<file path="src/rtl/turn_sequencer.sv">
// Round controller for the cat-and-dog artillery game: readiness, aiming window,
// projectile flight watchdog, hit-point settle and winner decision.
module turn_sequencer #(
    parameter int unsigned CLK_HZ        = 60_000_000,
    parameter int unsigned AIM_TIME_S    = 10,
    parameter int unsigned FLIGHT_MAX_S  = 4,
    parameter int unsigned SETTLE_CYCLES = 16
) (
    input  logic       clk60MHz,
    input  logic       rst,
    input  logic       player1_ready,
    input  logic       player2_ready,
    input  logic       throw_flag,
    input  logic       in_throw_flag,
    input  logic       end_throw,
    input  logic [6:0] hp_player1,
    input  logic [6:0] hp_player2,
    output logic [2:0] turn,
    output logic       aim_en,
    output logic       flight,
    output logic [3:0] seconds_left,
    output logic       game_over,
    output logic [1:0] winner,
    output logic [2:0] state_dbg
);

    localparam int unsigned PW = (CLK_HZ > 1) ? $clog2(CLK_HZ) : 1;
    localparam int unsigned SW = $clog2(SETTLE_CYCLES);

    localparam logic [PW-1:0] PRESC_MAX  = PW'(CLK_HZ - 1);
    localparam logic [SW-1:0] SETTLE_MAX = SW'(SETTLE_CYCLES - 1);
    localparam logic [3:0]    AIM_LOAD   = 4'(AIM_TIME_S);
    localparam logic [3:0]    WD_MAX     = 4'(FLIGHT_MAX_S - 1);

    typedef enum logic [2:0] {
        WAIT_READY = 3'd0,
        AIM        = 3'd1,
        FLIGHT     = 3'd2,
        SETTLE     = 3'd3,
        GAME_OVER  = 3'd4
    } state_t;

    state_t          state;
    state_t          state_next;
    logic            thr_q;
    logic            thr_prev;
    logic            throw_evt;
    logic            sec_tick;
    logic            both_ready;
    logic [PW-1:0]   presc;
    logic [PW-1:0]   presc_next;
    logic [3:0]      wd;
    logic [3:0]      wd_next;
    logic [SW-1:0]   settle;
    logic [SW-1:0]   settle_next;
    logic [2:0]      turn_next;
    logic [3:0]      secs_next;
    logic [1:0]      winner_next;

    assign both_ready = player1_ready & player2_ready;
    assign throw_evt  = thr_q & ~thr_prev;
    assign sec_tick   = ((state == AIM) || (state == FLIGHT)) && (presc == PRESC_MAX);

    // Next-state, counters and turn bookkeeping
    always_comb begin
        state_next  = state;
        turn_next   = turn;
        secs_next   = seconds_left;
        winner_next = winner;
        presc_next  = '0;
        wd_next     = wd;
        settle_next = '0;

        if ((state == AIM) || (state == FLIGHT)) begin
            presc_next = sec_tick ? '0 : presc + 1'b1;
        end

        case (state)
            WAIT_READY: begin
                if (both_ready) begin
                    state_next = AIM;
                    secs_next  = AIM_LOAD;
                end
            end
            AIM: begin
                if (throw_evt) begin
                    state_next = FLIGHT;
                    presc_next = '0;
                    wd_next    = '0;
                end else if (!both_ready) begin
                    state_next = WAIT_READY;
                end else if (sec_tick) begin
                    if (seconds_left != 4'd0) begin
                        secs_next = seconds_left - 4'd1;
                    end else begin
                        turn_next  = turn + 3'd1;
                        secs_next  = AIM_LOAD;
                        presc_next = '0;
                    end
                end
            end
            FLIGHT: begin
                if (end_throw) begin
                    state_next = SETTLE;
                end else if (sec_tick) begin
                    if (wd == WD_MAX) begin
                        state_next = SETTLE;
                    end else begin
                        wd_next = wd + 4'd1;
                    end
                end
            end
            SETTLE: begin
                // Hit points are sampled only once the damage update has had time to land
                if (settle == SETTLE_MAX) begin
                    if ((hp_player1 == 7'd0) && (hp_player2 == 7'd0)) begin
                        state_next  = GAME_OVER;
                        winner_next = 2'b11;
                    end else if (hp_player1 == 7'd0) begin
                        state_next  = GAME_OVER;
                        winner_next = 2'b10;
                    end else if (hp_player2 == 7'd0) begin
                        state_next  = GAME_OVER;
                        winner_next = 2'b01;
                    end else begin
                        state_next = AIM;
                        turn_next  = turn + 3'd1;
                        secs_next  = AIM_LOAD;
                    end
                end else begin
                    settle_next = settle + 1'b1;
                end
            end
            GAME_OVER: begin
                state_next = GAME_OVER;
            end
            default: begin
                state_next = WAIT_READY;
            end
        endcase
    end

    // State, counters and registered output decode
    always_ff @(posedge clk60MHz) begin
        if (rst) begin
            state        <= WAIT_READY;
            turn         <= '0;
            seconds_left <= AIM_LOAD;
            winner       <= '0;
            presc        <= '0;
            wd           <= '0;
            settle       <= '0;
            thr_q        <= 1'b0;
            thr_prev     <= 1'b0;
            aim_en       <= 1'b0;
            flight       <= 1'b0;
            game_over    <= 1'b0;
            state_dbg    <= '0;
        end else begin
            state        <= state_next;
            turn         <= turn_next;
            seconds_left <= secs_next;
            winner       <= winner_next;
            presc        <= presc_next;
            wd           <= wd_next;
            settle       <= settle_next;
            thr_q        <= throw_flag | in_throw_flag;
            thr_prev     <= thr_q;
            aim_en       <= (state_next == AIM);
            flight       <= (state_next == FLIGHT);
            game_over    <= (state_next == GAME_OVER);
            state_dbg    <= state_next;
        end
    end

endmodule

</file>
<file path="config.mk">
export PLATFORM = sky130hd
export DESIGN_NAME = turn_sequencer
export DESIGN_NICKNAME = d
export VERILOG_FILES = /design/src/rtl/turn_sequencer.sv
export SDC_FILE = /design/constraint.sdc
export NUM_CORES = 1
export LEC_CHECK = 0
export CAP_MARGIN = 20
export CORE_MARGIN = 5
export CORE_UTILIZATION = 58
export DETAILED_ROUTE_END_ITERATION = 8
export MAX_ROUTING_LAYER = met4
export PLACE_DENSITY_LB_ADDON = 0.12
export SETUP_SLACK_MARGIN = 0.02
export SYNTH_ARGS = -nofsm -noshare
export SYNTH_HDL_FRONTEND = slang
export SYNTH_SLANG_ARGS = --single-unit
export TNS_END_PERCENT = 1
</file>
<file path="constraint.sdc">
create_clock -name clk60MHz -period 3.3 [get_ports clk60MHz]
set_input_delay 0.99 -clock clk60MHz [delete_from_list [all_inputs] [get_ports clk60MHz]]
set_output_delay 0.99 -clock clk60MHz [all_outputs]
set_load 0.01 [all_outputs]
</file>
==> metrics.csv, run 1 <==
metric,value,unit
FMAX,0.374,GHz
R2R setup slack,1.02,ns
drt pass-1 iters,4,
worst hold slack,0.454,ns
Area growth syn-to-layout,19.8,%
DIE AREA,5680,µm²
largest net degree at the start of global routing,19,
crit start category,input pin,
DRT antenna net count,0,
setup tns final,0,ns
Final nets,356,
PortBufs,35,
post_cts resized,0,
Post-synth EDFFs,0,
number of antenna violations at the first check in global routing,0,
post-CTS setup buffers,0,
top-area cell type share of the netlist area,41.2,%
H-tree depth,2,
wire per inst,13.9,µm
Synth area leaders,"dfxtp_1 (41%), xnor2_1 (7.4%), nor2_1 (6.2%), nand2_1 (3.2%), ha_1 (3.0%)",
DRC,0,
Crit Reg-Reg Startpoint,presc[0]$_SDFF_PP0_,
top_reg_cell synth,dfxtp_1,
Final Wtd Congestion,0.839,
die width,75.3,µm
vias in the first global route,2001,
worst vdd ir,0.279,mV
Iter 0 DRT Violations,136,
RSZ-0062 raised after global routing,no,
status,"complete, no violations",
syn nets,320,
first-pass GRT wire length,8740,µm
Post-CTS Hold Fix Bufs,0,
I/O pins,36,
Final Skew,0.00927,ns
DP HPWL,3940,µm
"FF+latch count, synth",51,
leakage,0.968,nW
via/cell ratio,5.73,
mean post-synth cell area,8.45,µm²
Hold Path Depth,1,
max_cap viols,0,
clk root buf,clkbuf_8,
aggregate global routing overflow,0,
Synth Cell Area,2480,µm²
max_slew headroom,63.2,%
worst skew pair latency,0.30,ns
final wirelength,5260,µm
Hold Crit Class,register to register,
worst slew pin tran,0.546,ns
"count leader, synth",dfxtp_1,
Synth cell types,47,
fill cell count,330,
Synth area leader,dfxtp_1,
CP endpoint kind,register,
Critical Path AT,2.91,ns
Hold EP,settle[0]$_SDFF_PP0_,
final setup fails,0,
Final Slew Violations,0,
hold_sp,settle[0]$_SDFF_PP0_,
register area share after synthesis,41.2,%
share of cells above drive strength 1,5.78,%
post-route clock period utilization,80.9,%
row count,23,
ANT cells,0,
Synthesis Warnings,0,
Mapped Cells,293,
CTS buffer count,5,
Crit-path slowest cell,or4_1,
CTS tree,done,
chip height,75.3,µm
deepest clock path buffer count,2,
Post-synth top cells,"dfxtp_1 (51), nor2_1 (41), nand2_1 (21), xnor2_1 (21), nand3_1 (14)",
core area,4060,µm²
overall routing resource usage,20.2,%
pwr/cell area,359,nW/µm²
post-layout min period,2.67,ns
worst reg-to-reg path cell count,6,
initial core utilization,61.0,%
CP Class,input pin to register,
cells along the critical path,"clkdlybuf4s50_1, nand2_1, or4_4, o21a_4, or4_1, a21oi_1",
Reg2Reg Capture Point,turn[0]$_SDFFE_PP0P_,
"slowest stage delay, CP",0.49,ns
WP data required,3.53,ns
asr flop ratio synth,0,%
final hold vios,0,
maximum fanout along the worst path,7,
Num Clock Sinks,51,
via count,2171,
clock slew at the register clock pins of the worst setup and hold paths,0.08,ns
cell usage in the layout (no fill, tap or decap), types with 9 or more instances in the layout:
master and count:
inv_1 11, nor4_1 9, clkdlybuf4s50_1 35, nor2_1 41
nand3_1 14, nand4_1 11, xnor2_1 21, nor3_1 12
nand2_1 21, a21oi_1 12, dfxtp_1 51
stage by stage:
step / power (mW) / cell area [µm²] / utilization [%] / setup WS, ns / std cells
2_1_floorplan: 0.678 / 2480 / - / 0.905 / 293
3_3_place_gp: 0.719 / 2880 / 70.9 / 0.375 / 372
3_5_place_dp: 0.721 / 2880 / 70.9 / 0.315 / 372
4_1_cts: 1.07 / 2970 / 73.1 / 0.635 / 379
5_1_grt: 1.11 / 2970 / 73.1 / 0.550 / 379
6_report: 1.06 / 2970 / 73.1 / 0.629 / 379
power breakdown:
part           leakage, nW  total, mW  internal, mW  switching (mW)
sequential           0.412      0.626         0.620         0.00641
clock               0.0470      0.357         0.165           0.192
combinational        0.509     0.0806        0.0432          0.0375
total                0.968       1.06         0.828           0.236
kinds of logic (layout without fill, tap and decap cells):
logic type	after synthesis	after routing	share of synthesized area, %
xor+xnor	27	27	9.55
fa+ha+maj	6	6	3.03
buf+inv	20	56	3.03
simple gates	149	149	32.1
flops	51	51	41.2
compound gates	38	38	10.2
mux	2	2	0.859
how the worst max path moves through the flow:
| stage | start | end | slack, ns | depth (start not counted) |
|---|---|---|---|---|
| floorplan | player1_ready | turn[0]$_SDFFE_PP0P_ | 0.91 | 5 |
| global placement | player1_ready | turn[0]$_SDFFE_PP0P_ | 0.37 | 6 |
| detailed placement | player2_ready | turn[0]$_SDFFE_PP0P_ | 0.31 | 6 |
| CTS | player1_ready | turn[0]$_SDFFE_PP0P_ | 0.64 | 6 |
| global route | player1_ready | turn[0]$_SDFFE_PP0P_ | 0.55 | 6 |
| finish | player1_ready | turn[0]$_SDFFE_PP0P_ | 0.63 | 6 |
flip-flops by register name, indices dropped and copies added (netlist names), 2 cells and up:
| name | cells |
|---|---|
| presc | 26 |
| seconds_left | 4 |
| settle | 4 |
| state | 3 |
| turn | 3 |
| wd | 4 |
| winner | 2 |
per-layer routing:
layer	share of wire [%]	routed length (µm)	vias up	track usage (%)
li1	-	-	1106	-
met1	47	2470	1007	27.1
met2	47	2470	51	31.2
met3	4.6	244	7	2.77
met4	1.2	65	0	6.99
met5	0	0	-	-
layout make-up:
class | instances | area, µm² | share of cell area [%]
Clock inverter | 1 | 5.00 | 0.169
Multi-Input combinational cell | 222 | 1380 | 46.5
Tap cell | 50 | 62.6 | 2.11
Inverter | 11 | 41.3 | 1.39
Sequential cell | 51 | 1020 | 34.4
Timing Repair Buffer | 38 | 373 | 12.6
Clock buffer | 6 | 82.6 | 2.78
worst max-delay path, delay by kind of cell:
kind	cells	cell delay (ns)
compound gates	2	0.38
buf+inv	1	0.45
simple gates	3	1.07
Power figures use the tool's default switching activity.
==> run 2: changes to the inputs <==
CORE_UTILIZATION = 54   (was 58)
clock period = 2.75 ns   (was 3.3 ns; I/O delays follow)
==> metrics.csv, run 2 (same netlist as run 1, synthesis figures left out) <==
metric,value,unit,change
final worst slack,0.330,ns,-0.299 ns
pwr/cell area,453,nW/µm²,+26%
Critical Path AT,2.66,ns,-0.25 ns
Int Pwr,1.07,mW,+29%
most frequent cells in the layout,"dfxtp_1 (51), nor2_1 (41), clkdlybuf4s50_1 (35), xnor2_1 (21), nand2_1 (21)",,
fill cell count,389,,+18%
final hold vios,0,,unchanged
ANT cells,0,,unchanged
DIE AREA,6040,µm²,+6.4%
Hold Crit Class,register to register,,
largest net degree at the start of global routing,26,,+7
post-layout min period,2.42,ns,
I/O pins,36,,unchanged
area of the multi-input gates,1380,µm²,unchanged
Final Instance Count excl. Fillers,384,,+1.3%
Final Slew Violations,0,,unchanged
worst vdd ir,0.373,mV,+34%
clock power share,37.8,%,+4.2 points
CP Class,input pin to register,,
core area,4410,µm²,+8.8%
leakage,0.989,nW,+2.2%
clk root buf,clkbuf_8,,
DRC,0,,unchanged
Crit-path slowest cell,or4_1,,
max_cap viols,0,,unchanged
number of antenna violations at the first check in global routing,0,,unchanged
Gate power share,7.1,%,-0.5 points
Num Clock Sinks,51,,unchanged
chip height,77.7,µm,+3.2%
vias in the first global route,2024,,+1.1%
setup tns final,0,ns,unchanged
Final nets,358,,+0.56%
die width,77.7,µm,+3.2%
max reg flops,26,,unchanged
"slowest stage delay, CP",0.50,ns,about the same
maximum fanout along the worst path,7,,unchanged
drt pass-1 iters,4,,unchanged
"commonest non-fill, non-tap cell in the layout",dfxtp_1,,
crit start category,input pin,,
Biggest register,presc,,
P_sw,0.296,mW,+25%
RSZ-0062 raised after global routing,no,,
deepest clock path buffer count,2,,unchanged
initial core utilization,56.1,%,-4.9 points
Reg power frac,55.1,%,-3.8 points
cells along the critical path,"clkdlybuf4s50_1, nand2_1, or4_4, o21a_4, or4_1, a21oi_1",,
first-pass GRT wire length,9460,µm,+8.3%
clock slew at the register clock pins of the worst setup and hold paths,0.09,ns,about the same
max_slew headroom,66.9,%,+3.7 points
worst slack at placement,0.0249,ns,-0.290 ns
Final Skew,0.00887,ns,-0.000402 ns
DP HPWL,3980,µm,+1.0%
placed cells,376,,+1.1%
via count,2222,,+2.3%
Iter 0 DRT Violations,158,,+16%
post_cts resized,0,,unchanged
via/cell ratio,5.79,,+1.0%
register area,1020,µm²,unchanged
CTS buffer count,5,,unchanged
status,"complete, no violations",,
final setup fails,0,,unchanged
post-CTS setup buffers,0,,unchanged
worst slew pin tran,0.492,ns,-0.0543 ns
H-tree depth,2,,unchanged
DRT antenna net count,0,,unchanged
share of cells above drive strength 1,6.63,%,+0.85 points
FMAX,0.413,GHz,
Post-CTS Hold Fix Bufs,0,,unchanged
row count,24,,+4.3%
post-route clock period utilization,88.0,%,
sw frac,21.7,%,-0.47 points
worst skew pair latency,0.30,ns,about the same
final wirelength,5390,µm,+2.5%
CTS tree,done,,
Final Wtd Congestion,0.884,,+5.3%
WP data required,2.99,ns,-0.54 ns
aggregate global routing overflow,0,,unchanged
wire per inst,14.0,µm,+1.2%
PortBufs,35,,unchanged
Area growth syn-to-layout,21.5,%,
CP endpoint kind,register,,
overall routing resource usage,19.2,%,-0.96 points
## run 2: changes by cell type in the layout (fill, tap and decap cells not counted)
cell and change:
bufinv_16 +1, clkinv_4 +1, buf_4 +2, clkbuf_8 -1
## run 2: cell type report
class,instances,share of cell area [%]
clock buffers,5,2.29
well taps,52,2.16
multi-input cells,222,45.9
inverters,11,1.37
flip-flops and latches,51,33.9
repair buffers,40,12.9
clock inverters,3,1.46
## run 2: routing by layer
metal	share of wire (%)	up-vias	global-route usage, %
met1	47	1066	26.1
met3	3.8	5	3.70
li1	-	1110	-
met5	0	-	-
met4	0.84	0	5.33
met2	48	41	29.0
## run 2: worst paths after layout
| path | from | endpoint | slack [ns] | cells past startpoint |
|---|---|---|---|---|
| min | presc[0]$_SDFF_PP0_ | presc[0]$_SDFF_PP0_ | 0.45 | 1 |
| max | player1_ready | turn[0]$_SDFFE_PP0P_ | 0.33 | 6 |
| max reg2reg | presc[0]$_SDFF_PP0_ | turn[0]$_SDFFE_PP0P_ | 0.48 | 6 |
| min reg2reg | presc[0]$_SDFF_PP0_ | presc[0]$_SDFF_PP0_ | 0.45 | 1 |
## run 2: per-stage QoR
stage | hold WS (ns) | power [mW] | utilization (%) | area, µm²
floorplan | 0.413 | 0.814 | - | 2480
global placement | 0.425 | 0.864 | 65.6 | 2900
detailed placement | 0.433 | 0.865 | 65.6 | 2900
CTS | 0.453 | 1.37 | 68.1 | 3010
global route | 0.475 | 1.42 | 68.1 | 3010
finish | 0.450 | 1.36 | 68.1 | 3010
## run 2: critical path: cells and delay by family
family | cells | cell delay [ns]
AO/OA/AOI/OAI | 2 | 0.38
AND/OR/NAND/NOR | 3 | 1.00
buffers and inverters | 1 | 0.46
## run 2: power by group through the flow
stage / logic (mW) / clock network (mW) / registers, mW
final: 0.0970 / 0.515 / 0.752
after global routing: 0.107 / 0.563 / 0.753
after CTS: 0.0975 / 0.523 / 0.752
after detailed placement: 0.0965 / 0 / 0.769
after global placement: 0.0957 / 0 / 0.769
after floorplan: 0.0474 / 0 / 0.767
==> run 3: changes to the inputs <==
CORE_UTILIZATION = 58   (was 54)
clock period = 3 ns   (was 2.75 ns; I/O delays follow)
==> metrics.csv, run 3 (same netlist as run 1, synthesis figures left out) <==
metric,value,unit,change
pwr/cell area,403,nW/µm²,-11%
PortBufs,35,,unchanged
ANT cells,0,,unchanged
post-route clock period utilization,85.2,%,
status,"complete, no violations",,
FMAX,0.391,GHz,
H-tree depth,2,,unchanged
die width,75.3,µm,-3.1%
worst skew pair latency,0.30,ns,about the same
drt pass-1 iters,4,,unchanged
DP HPWL,3990,µm,about the same
row count,23,,-4.2%
Hold Crit Class,register to register,,
placed cells,372,,-1.1%
clock slew at the register clock pins of the worst setup and hold paths,0.09,ns,about the same
Placed Area,2880,µm²,-0.61%
Area growth syn-to-layout,20.3,%,
worst slew pin tran,0.649,ns,+0.157 ns
post_cts resized,0,,unchanged
chip height,75.3,µm,-3.1%
final wirelength,5310,µm,-1.4%
final setup fails,0,,unchanged
CP Class,input pin to register,,
Design Power,1.20,mW,-12%
Reg power frac,57.3,%,+2.2 points
vias in the first global route,2003,,-1.0%
Final Slew Violations,0,,unchanged
DRC,0,,unchanged
sw frac,21.8,%,+0.11 points
post-layout min period,2.56,ns,
core area,4060,µm²,-8.1%
WP data required,3.24,ns,+0.25 ns
"commonest non-fill, non-tap cell in the layout",dfxtp_1,,
via count,2171,,-2.3%
P_sw,0.262,mW,-11%
DRT antenna net count,0,,unchanged
Final Instance Count excl. Fillers,380,,-1.0%
max_slew headroom,56.6,%,-10 points
first-pass GRT wire length,8800,µm,-6.9%
DIE AREA,5680,µm²,-6.0%
number of antenna violations at the first check in global routing,0,,unchanged
Num Clock Sinks,51,,unchanged
max_cap viols,0,,unchanged
via/cell ratio,5.71,,-1.3%
clk root buf,clkbuf_8,,
Biggest register,presc,,
wire per inst,14.0,µm,-0.32%
CTS tree,done,,
post-CTS setup buffers,0,,unchanged
setup tns final,0,ns,unchanged
worst vdd ir,0.243,mV,-35%
fill cell count,326,,-16%
CP endpoint kind,register,,
Final Wtd Congestion,0.809,,-8.5%
most frequent cells in the layout,"dfxtp_1 (51), nor2_1 (41), clkdlybuf4s50_1 (35), xnor2_1 (21), nand2_1 (21)",,
worst hold slack,0.445,ns,-0.00503 ns
Final nets,356,,-0.56%
RSZ-0062 raised after global routing,no,,
crit start category,input pin,,
CTS buffer count,5,,unchanged
clock power share,35.4,%,-2.4 points
maximum fanout along the worst path,7,,unchanged
leakage,0.972,nW,-1.7%
finished layout cell area,2980,µm²,-1.0%
Final Skew,0.00375,ns,-0.00512 ns
final hold vios,0,,unchanged
initial core utilization,61.0,%,+4.9 points
Iter 0 DRT Violations,143,,-9.5%
overall routing resource usage,20.7,%,+1.5 points
Int Pwr,0.939,mW,-12%
I/O pins,36,,unchanged
max reg flops,26,,unchanged
Post-CTS Hold Fix Bufs,0,,unchanged
Gate power share,7.2,%,about the same
deepest clock path buffer count,2,,unchanged
share of cells above drive strength 1,5.76,%,-0.87 points
aggregate global routing overflow,0,,unchanged
Critical Path AT,2.79,ns,+0.13 ns
largest net degree at the start of global routing,26,,unchanged
run 3: cell types whose count changed in the layout (fill, tap and decap cells not counted), sizes merged:
cell	previous run	this run
clkinv	2	0
clkbuf	5	8
bufinv	1	0
buf	5	3
run 3: per-stage QoR:
step / utilization [%] / worst slack [ns]
2_1_floorplan: - / 0.695
3_3_place_gp: 70.9 / 0.168
3_5_place_dp: 70.9 / 0.132
4_1_cts: 73.4 / 0.446
5_1_grt: 73.4 / 0.382
6_report: 73.4 / 0.445
run 3: area by class of cell:
| class | count | area [µm²] | share of cell area [%] |
|---|---|---|---|
| timing repair buffer | 38 | 373 | 12.5 |
| sequential | 51 | 1020 | 34.3 |
| inverter | 11 | 41.3 | 1.39 |
| multi-input combinational | 222 | 1380 | 46.3 |
| tap | 50 | 62.6 | 2.10 |
| clock buffer | 8 | 100 | 3.36 |
run 3: worst max-delay path, stage by stage:
cell             delay [ns]
clkdlybuf4s50_1        0.45
nand2_1                0.10
or4_4                  0.45
o21a_4                 0.23
or4_1                  0.49
a21oi_1                0.15
run 3: worst paths after layout:
kind,startpoint,end,slack [ns],depth (start not counted)
worst max-delay path,player2_ready,turn[0]$_SDFFE_PP0P_,0.44,6
worst min-delay path,presc[0]$_SDFF_PP0_,presc[0]$_SDFF_PP0_,0.44,1
worst max register to register,presc[0]$_SDFF_PP0_,turn[0]$_SDFFE_PP0P_,0.73,6
worst min register to register,presc[0]$_SDFF_PP0_,presc[0]$_SDFF_PP0_,0.44,1
run 3: power by group through the flow:
| stage | sequential, mW | clock [mW] | combinational, mW |
|---|---|---|---|
| 2_1_floorplan | 0.703 | 0 | 0.0434 |
| 5_1_grt | 0.690 | 0.469 | 0.0949 |
| 3_3_place_gp | 0.705 | 0 | 0.0856 |
| 3_5_place_dp | 0.705 | 0 | 0.0866 |
| 4_1_cts | 0.689 | 0.434 | 0.0868 |
| 6_report | 0.689 | 0.426 | 0.0868 |
run 3: layer usage:
layer | vias up | wire, µm | GRT usage [%]
met5 | - | 0 | -
met4 | 0 | 110 | 10.3
met3 | 10 | 233 | 3.96
met2 | 48 | 2520 | 32.2
met1 | 1011 | 2450 | 25.7
li1 | 1102 | - | -
